### src/rtl/uart_tx_ser_if.sv
// Word handshake between a producer and the uart_tx_ser transmitter.
// The master drives the data word and valid; the transmitter answers with ready.
interface uart_tx_ser_if #(
    parameter int DATA_WIDTH = 8
);
    logic [DATA_WIDTH-1:0] data_i;
    logic                  valid_i;
    logic                  ready_o;

    modport master (output data_i, output valid_i, input ready_o);
    modport slave  (input data_i, input valid_i, output ready_o);
endinterface

### src/rtl/uart_tx_ser.sv
// UART transmitter: start bit, DATA_WIDTH data bits LSB first, optional even parity, stop bit.
// Optional parity bit is compiled in when UART_TX_PARITY_EN is defined.
module uart_tx_ser #(
    parameter int DATA_WIDTH = 8
) (
    input  logic          clk_i,
    input  logic          rst_ni,
    input  logic          br_i,
    uart_tx_ser_if.slave  bus,
    output logic          start_o,
    output logic          tx_o,
    output logic          busy_o,
    output logic          done_o
);

    localparam int CNT_W = (DATA_WIDTH > 1) ? $clog2(DATA_WIDTH) : 1;
    localparam logic [CNT_W-1:0] LAST_BIT = CNT_W'(DATA_WIDTH - 1);

`ifdef UART_TX_PARITY_EN
    typedef enum logic [2:0] {
        idle_st, start_br_st, start_st, data_st, parity_st, stop_st
    } state_t;
`else
    typedef enum logic [2:0] {
        idle_st, start_br_st, start_st, data_st, stop_st
    } state_t;
`endif

    state_t                state_q, state_d;
    logic [DATA_WIDTH-1:0] hold_q;
    logic                  hold_full_q;
    logic [DATA_WIDTH-1:0] shift_q, shift_d;
    logic [CNT_W-1:0]      cnt_q, cnt_d;
    logic                  tx_q, tx_d;
    logic                  load;
    logic                  accept;
`ifdef UART_TX_PARITY_EN
    logic                  parity_q;
`endif

    assign accept      = bus.valid_i & ~hold_full_q;
    assign bus.ready_o = ~hold_full_q;
    // Shift register and counter are (re)loaded on every entry to start_br_st.
    assign load        = (state_d == start_br_st);

    always_ff @(posedge clk_i or negedge rst_ni) begin
        if (!rst_ni) begin
            state_q     <= idle_st;
            hold_q      <= '0;
            hold_full_q <= 1'b0;
            shift_q     <= '0;
            cnt_q       <= '0;
            tx_q        <= 1'b1;
        end else begin
            state_q <= state_d;
            shift_q <= shift_d;
            cnt_q   <= cnt_d;
            tx_q    <= tx_d;
            if (load) begin
                hold_full_q <= 1'b0;
            end else if (accept) begin
                hold_q      <= bus.data_i;
                hold_full_q <= 1'b1;
            end
        end
    end

`ifdef UART_TX_PARITY_EN
    always_ff @(posedge clk_i or negedge rst_ni) begin
        if (!rst_ni) begin
            parity_q <= 1'b0;
        end else if (load) begin
            parity_q <= ^hold_q;
        end
    end
`endif

    always_comb begin
        state_d = state_q;
        shift_d = shift_q;
        cnt_d   = cnt_q;
        case (state_q)
            idle_st: begin
                if (hold_full_q) state_d = start_br_st;
            end
            start_br_st: begin
                state_d = start_st;
            end
            start_st: begin
                if (br_i) state_d = data_st;
            end
            data_st: begin
                if (br_i) begin
                    shift_d = shift_q >> 1;
                    cnt_d   = cnt_q + 1'b1;
                    if (cnt_q == LAST_BIT) begin
`ifdef UART_TX_PARITY_EN
                        state_d = parity_st;
`else
                        state_d = stop_st;
`endif
                    end
                end
            end
`ifdef UART_TX_PARITY_EN
            parity_st: begin
                if (br_i) state_d = stop_st;
            end
`endif
            stop_st: begin
                if (br_i) state_d = hold_full_q ? start_br_st : idle_st;
            end
            default: begin
                state_d = idle_st;
            end
        endcase
        if (load) begin
            shift_d = hold_q;
            cnt_d   = '0;
        end
    end

    // The line level is registered from the upcoming state so tx_o changes with the state.
    always_comb begin
        tx_d = 1'b1;
        case (state_d)
            start_st:  tx_d = 1'b0;
            data_st:   tx_d = shift_d[0];
`ifdef UART_TX_PARITY_EN
            parity_st: tx_d = parity_q;
`endif
            default:   tx_d = 1'b1;
        endcase
    end

    assign tx_o    = tx_q;
    assign start_o = (state_q == start_br_st);
    assign busy_o  = (state_q != idle_st);
    assign done_o  = (state_q == stop_st) & br_i;

endmodule

### src/flat_wrapper.sv
// flat-port wrapper written by rule: the top's interface ports become plain ports
module uart_tx_ser_flat 
#(
    parameter int DATA_WIDTH = 8
)
  (clk_i, rst_ni, br_i, start_o, tx_o, busy_o, done_o, bus_data_i, bus_valid_i, bus_ready_o);
  uart_tx_ser_if #(.DATA_WIDTH(DATA_WIDTH)) bus_i ();
  input  logic clk_i;
  input  logic rst_ni;
  input  logic br_i;
  output logic start_o;
  output logic tx_o;
  output logic busy_o;
  output logic done_o;
  input wire logic [$bits(bus_i.data_i)-1:0] bus_data_i;
  input wire logic [$bits(bus_i.valid_i)-1:0] bus_valid_i;
  output wire logic [$bits(bus_i.ready_o)-1:0] bus_ready_o;
  assign bus_i.data_i = bus_data_i;
  assign bus_i.valid_i = bus_valid_i;
  assign bus_ready_o = bus_i.ready_o;
  uart_tx_ser #(.DATA_WIDTH(DATA_WIDTH)) u_core (.clk_i(clk_i), .rst_ni(rst_ni), .br_i(br_i), .bus(bus_i), .start_o(start_o), .tx_o(tx_o), .busy_o(busy_o), .done_o(done_o));
endmodule
### config.mk
export PLATFORM = sky130hd
export DESIGN_NAME = uart_tx_ser_flat
export DESIGN_NICKNAME = d
export VERILOG_FILES = /design/src/rtl/uart_tx_ser_if.sv /design/src/rtl/uart_tx_ser.sv /design/src/flat_wrapper.sv
export SDC_FILE = /design/constraint.sdc
export NUM_CORES = 1
export LEC_CHECK = 0
export ABC_AREA = 0
export CAP_MARGIN = 20
export CORE_MARGIN = 5
export CORE_UTILIZATION = 50
export DETAILED_ROUTE_END_ITERATION = 8
export PLACE_DENSITY = 0.79
export SLEW_MARGIN = 20
export SYNTH_ARGS = -nofsm -noshare
export SYNTH_HDL_FRONTEND = slang
export SYNTH_SLANG_ARGS = --single-unit
export TNS_END_PERCENT = 1
### constraint.sdc
create_clock -name clk_i -period 3.35 [get_ports clk_i]
set_input_delay 0.335 -clock clk_i [delete_from_list [all_inputs] [get_ports clk_i]]
set_output_delay 0.335 -clock clk_i [all_outputs]
set_load 0.01 [all_outputs]
Yosys cells after proc, flatten, opt, wreduce, memory -nomap -nowiden:

Index checks and enable logic that the tools add are counted.
W data, S select, Z words.

* flip-flop bits (word level): 24
* RAM bits: 0
* output and inout port bits: 5
* logic and storage cells: 43
* bits of input ports: 12
* latch bits: 0
* ROM bits: 0
* memories: 0

* multiplexer cells: 16
* add/sub/neg operators: 1
* shifts and indexed selects: 0
* magnitude comparators: 0
* divide/modulo/power cells: 0
* eq/ne operators: 8
* $mul: 0
* bitwise gates (word level): 4
* reduce and logical (&&, ||, !) cells: 7

Operators with widths (count)
* $mux W3: 8
* $mux W8: 3
* $pmux W3 S5: 1
* $eq A3 B2 Y1 const B: 4
* $eq A3 B1 Y1 const B: 2
* $eq A3 B3 Y1 const B: 2
* $reduce_bool A2 Y1: 3
* $reduce_and A2 Y1: 2
* $add A3 B1 Y3 const B: 1
* $logic_not A3 Y1: 1
* $mux W1: 3
* $reduce_bool A3 Y1: 1
* $and A1 B1 Y1: 2
* $not A1 Y1: 2
* $pmux W1 S2: 1

Logic depth before layout (Yosys ltp):

* word-level depth: 7
* gate-level depth with buffers: 5
* mapped depth without buffers: 5

Worst setup path after synthesis:

No wires, ideal clock.

* path kind: register to register
* start point: register u_core.hold_full_q
* end point: register u_core.shift_q[1]
* slack: 1.940 ns
* stages on the path, launching flop included: 5
* setup time: 0.126 ns
* data arrival time: 1.284 ns
* required time: 3.224 ns
* path buffers: 1
* clock period less this slack: 1.410 ns
* path through: dfrtp_1 > nor4bb_2 > or2_1 > buf_6 > a221o_1

* cells in the longest elaborated chain, start to end: 6
* elaborated cells between the ends (all ways): 9
* those cells by class: eq/ne: 1; mux: 5; reduce/logical: 3

RTL lines
* start, declared: line uart_tx_ser.sv:31 `logic hold_full_q;`
* start signal, assigned: line uart_tx_ser.sv:50 `hold_full_q <= 1'b0;`
* start signal, assigned: line uart_tx_ser.sv:60 `hold_full_q <= 1'b0;`
* start signal, assigned: line uart_tx_ser.sv:63 `hold_full_q <= 1'b1;`
* $mux W1: line uart_tx_ser.sv:111 `if (br_i) state_d = hold_full_q ? start_br_st : idle_st;`
* $mux W3: line uart_tx_ser.sv:111
* $pmux W3 S5 *: line uart_tx_ser.sv:82 `case (state_q)`
* $eq A3 B1 Y1 *: line uart_tx_ser.sv:44 `assign load = (state_d == start_br_st);`
* $reduce_bool A2 Y1 (no source line)
* $reduce_and A2 Y1 (no source line)
* end signal, assigned: line uart_tx_ser.sv:56 `shift_q <= shift_d;`
* end, declared: line uart_tx_ser.sv:32 `logic [DATA_WIDTH-1:0] shift_q, shift_d;`

Every way passes the cells marked *; elsewhere a longest branch is shown, timed or not.
A chain may end at the register's enable or synchronous reset.

Final worst setup path:

* start point: register u_core.state_q[0]
* end point: output port done_o

* cells in the longest elaborated chain, start to end: 2

RTL lines
* start, declared: line uart_tx_ser.sv:29 `state_t state_q, state_d;`
* start signal, assigned: line uart_tx_ser.sv:48 `state_q <= idle_st;`
* start signal, assigned: line uart_tx_ser.sv:55 `state_q <= state_d;`
* $eq A3 B3 Y1: line uart_tx_ser.sv:139 `assign done_o = (state_q == stop_st) & br_i;`
* $and A1 B1 Y1: line uart_tx_ser.sv:139
* end, declared: line flat_wrapper.sv:14 `output logic done_o;`

Every way passes these cells.

==> flow_metrics.tcl <==
set metrics [dict create \
    intPower_w 0.000665 \
    io_buffers 16 \
    grt_use_total 0.132 \
    dieWidth_um 56.3 \
    path_cells "nor2_1 -> and3_1 -> clkdlybuf4s50_1" \
    syn_inst 86 \
    post_cts_buffers 0 \
    fillers 176 \
    relSlewSlack 0.513 \
    drtAntennaViolNets 0 \
    initial_core_util 0.536 \
    cts_root_buf "clkbuf_4" \
    syn_avg_cell_area_um2 12.5 \
    crit_path_top_delay_cell "clkdlybuf4s50_1" \
    status "finished, violations left" \
    dieArea_mm2 0.00317 \
    drt_iter0_drc 18 \
    final_cells 129 \
    hold_class "in2async" \
    h-tree-depth 1 \
    final-hold-violation-count 23 \
    synth_nets 100 \
    grt_max_degree 25 \
    synth_xor_area_frac 0.00817 \
    diodes 0 \
    fp.coreArea_mm2 0.00200 \
    power_w 0.000982 \
    switching_power_w 0.000317 \
    power_leakage_nw 0.555 \
    comb_power_share 0.337 \
    worst_pin_slew_ns 0.729 \
    cp.required_ns 3.01 \
    rsz0062_at_grt "false" \
    violations "negative hold slack" \
    clkTransAtPathRegs_ns 0.13 \
    synth_compound_area_frac 0.0945 \
    fin_nets 117 \
    dpl.hpwl_um 1350 \
    num_vias 724 \
    area_delta_synth_final_pct 18.7 \
    antenna_found_initial 0 \
    dpl.cell_count 125 \
    finalSetupViolCount 0 \
    cp-start-kind "register" \
    drc 0 \
    setup_tns_ns 0 \
    fin_skew_ns 0.00184 \
    rows 16 \
    grt_pass1_vias 767 \
    clkLatencyLatePin_ns 0.31 \
    ys_ff_latch 24 \
    crit_path_max_fanout 9 \
    syn_area_mm2 0.00107 \
    firstDrtPassIters 4 \
    crit_path_end_kind "output pin" \
    arrival_ns 1.72 \
    wl_per_cell_um 15.0 \
    grt_overflow 0 \
    clock-sinks 24 \
    grt_pass1_wl_um 3310 \
    drive_gt1_frac 0.157 \
    ys_warn_count 0 \
    yosysSeqAreaShare 0.561 \
    sw_frac_of_total 0.323 \
    clockBufferDepth 2 \
    cap_violations 0 \
    ctsResizeCount 0 \
    power_frac_clock 0.153 \
    placed_cell_area_mm2 0.00124 \
    final_core_util 0.636 \
    crit_type "reg2out" \
    cts_made_buffers 3 \
    ys_async_sr_fraction 1.00 \
    cts_tree "yes" \
    p_per_area_mw_per_mm2 772 \
    ys.flop_type "dfrtp_1" \
    path_buf_inv 1 \
    p_seq_frac 0.510 \
    synthDistinctLibCells 31 \
    wirelength_um 1940 \
    synth_top_family_by_area "simple AND/OR/NAND/NOR gates" \
    ir_worst_vdd_v 0.000477 \
    critPathMaxStageDelay_ns 0.53 \
    crit_family "buffers and inverters" \
    synth_mux_area_frac 0.111 \
    fp.dieH_um 56.3 \
    synth-edff-count 0 \
    period_share 0.614 \
    cts_hold_buffers 0 \
    fmax_mhz 487 \
    gp_congestion 0.721 \
    whs_ns -0.0164 \
    maxSlewViolCount 0 \
    design_area_mm2 0.00127 \
    io_pins 17 \
    synth-adder-area-share 0.0233 \
    viasPerCell 5.61 \
    synth-simple-area-share 0.172 \
    layout_min_cycle_time_ns 2.06 \
]
[power groups by stage]
stage | combinational, W | sequential [W] | clock, W
after floorplan | 0.000255 | 0.000479 | 0
after global placement | 0.000318 | 0.000500 | 0
after detailed placement | 0.000336 | 0.000506 | 0
after CTS | 0.000338 | 0.000501 | 0.000156
after global routing | 0.000373 | 0.000516 | 0.000170
final | 0.000331 | 0.000501 | 0.000151
[routing by layer]
metal | global-route usage | vias to the layer above | wire, um | share of wire
met5 | 0 | - | 0 | 0
met4 | 0.0644 | 0 | 10 | 0.0052
met3 | 0.0252 | 2 | 72 | 0.037
met2 | 0.215 | 12 | 969 | 0.50
met1 | 0.168 | 369 | 885 | 0.46
li1 | - | 341 | - | -
[path summary, 6_finish.rpt]
check | startpoint | end | slack (ns) | cells after the start
worst min-delay path | rst_ni | u_core.cnt_q[0]$_DFFE_PN0P_ | -0.02 | 1
worst max-delay path | u_core.state_q[0]$_DFF_PN0_ | done_o | 1.29 | 3
worst min register to register | u_core.shift_q[4]$_DFFE_PN0P_ | u_core.shift_q[4]$_DFFE_PN0P_ | 0.52 | 1
min in group clk_i | u_core.shift_q[4]$_DFFE_PN0P_ | u_core.shift_q[4]$_DFFE_PN0P_ | 0.52 | 1
worst max register to register | u_core.state_q[0]$_DFF_PN0_ | u_core.shift_q[7]$_DFFE_PN0P_ | 1.60 | 3
max in group asynchronous | rst_ni | u_core.tx_o$_DFF_PN1_ | 3.00 | 1
[placed cells by master (no fill, tap or decap)]
cell type / instances
inv_1: 2
nor4b_2: 1
nor3_2: 1
nor4bb_2: 1
nor2b_1: 1
buf_2: 1
and3_1: 1
nor3_1: 1
o311ai_0: 1
and4_1: 1
nor2_1: 7
ha_1: 2
and2_1: 6
nor3b_1: 1
o21ai_0: 5
or2_1: 1
clkdlybuf4s50_1: 15
mux2_2: 7
xnor2_1: 1
or3_1: 1
dfstp_2: 1
o211ai_1: 1
clkbuf_8: 1
clkbuf_4: 3
dfrtp_1: 23
mux2i_1: 4
nand2_1: 3
nand2b_1: 1
nand3_1: 1
and4b_1: 1
a221o_1: 6
[per-stage QoR]
stage | setup WS [ns] | hold slack, ns
after floorplan | 1.94 | 0.0394
after global placement | 1.25 | 0.487
after detailed placement | 1.22 | 0.496
after CTS | 1.28 | 0.526
after global routing | 1.19 | 0.00479
final | 1.29 | -0.0164
[kinds of logic after synthesis]
kind of cell | Yosys count
compound gates | 13
mux | 11
flops | 24
xor+xnor | 1
buf+inv | 6
fa+ha+maj | 2
simple gates | 29
[cell type report]
class | count | area (um^2) | area share
Sequential cell | 24 | 602 | 0.473
Tap cell | 27 | 33.8 | 0.0265
Inverter | 2 | 7.51 | 0.00590
Clock buffer | 4 | 36.3 | 0.0285
Timing Repair Buffer | 16 | 155 | 0.122
Multi-Input combinational cell | 56 | 438 | 0.344
[synthesized netlist by cell type, drive strengths merged (2+ instances only)]
cell	instances	share of area
mux2	7	0.074
and2	6	0.035
mux2i	4	0.037
nand2	3	0.011
buf	2	0.015
nor2	7	0.025
ha	2	0.023
nor3	2	0.014
a221o	6	0.056
inv	2	0.0070
dfrtp	23	0.54
clkbuf	2	0.0082
o21ai	5	0.023
[state kept, by name (all words and copies together) (netlist names)]
signal / count
u_core.cnt_q: 3
u_core.hold_full_q: 1
u_core.hold_q: 8
u_core.shift_q: 8
u_core.state_q: 3
u_core.tx_o: 1
No activity file was read; power rests on OpenSTA's default activity.
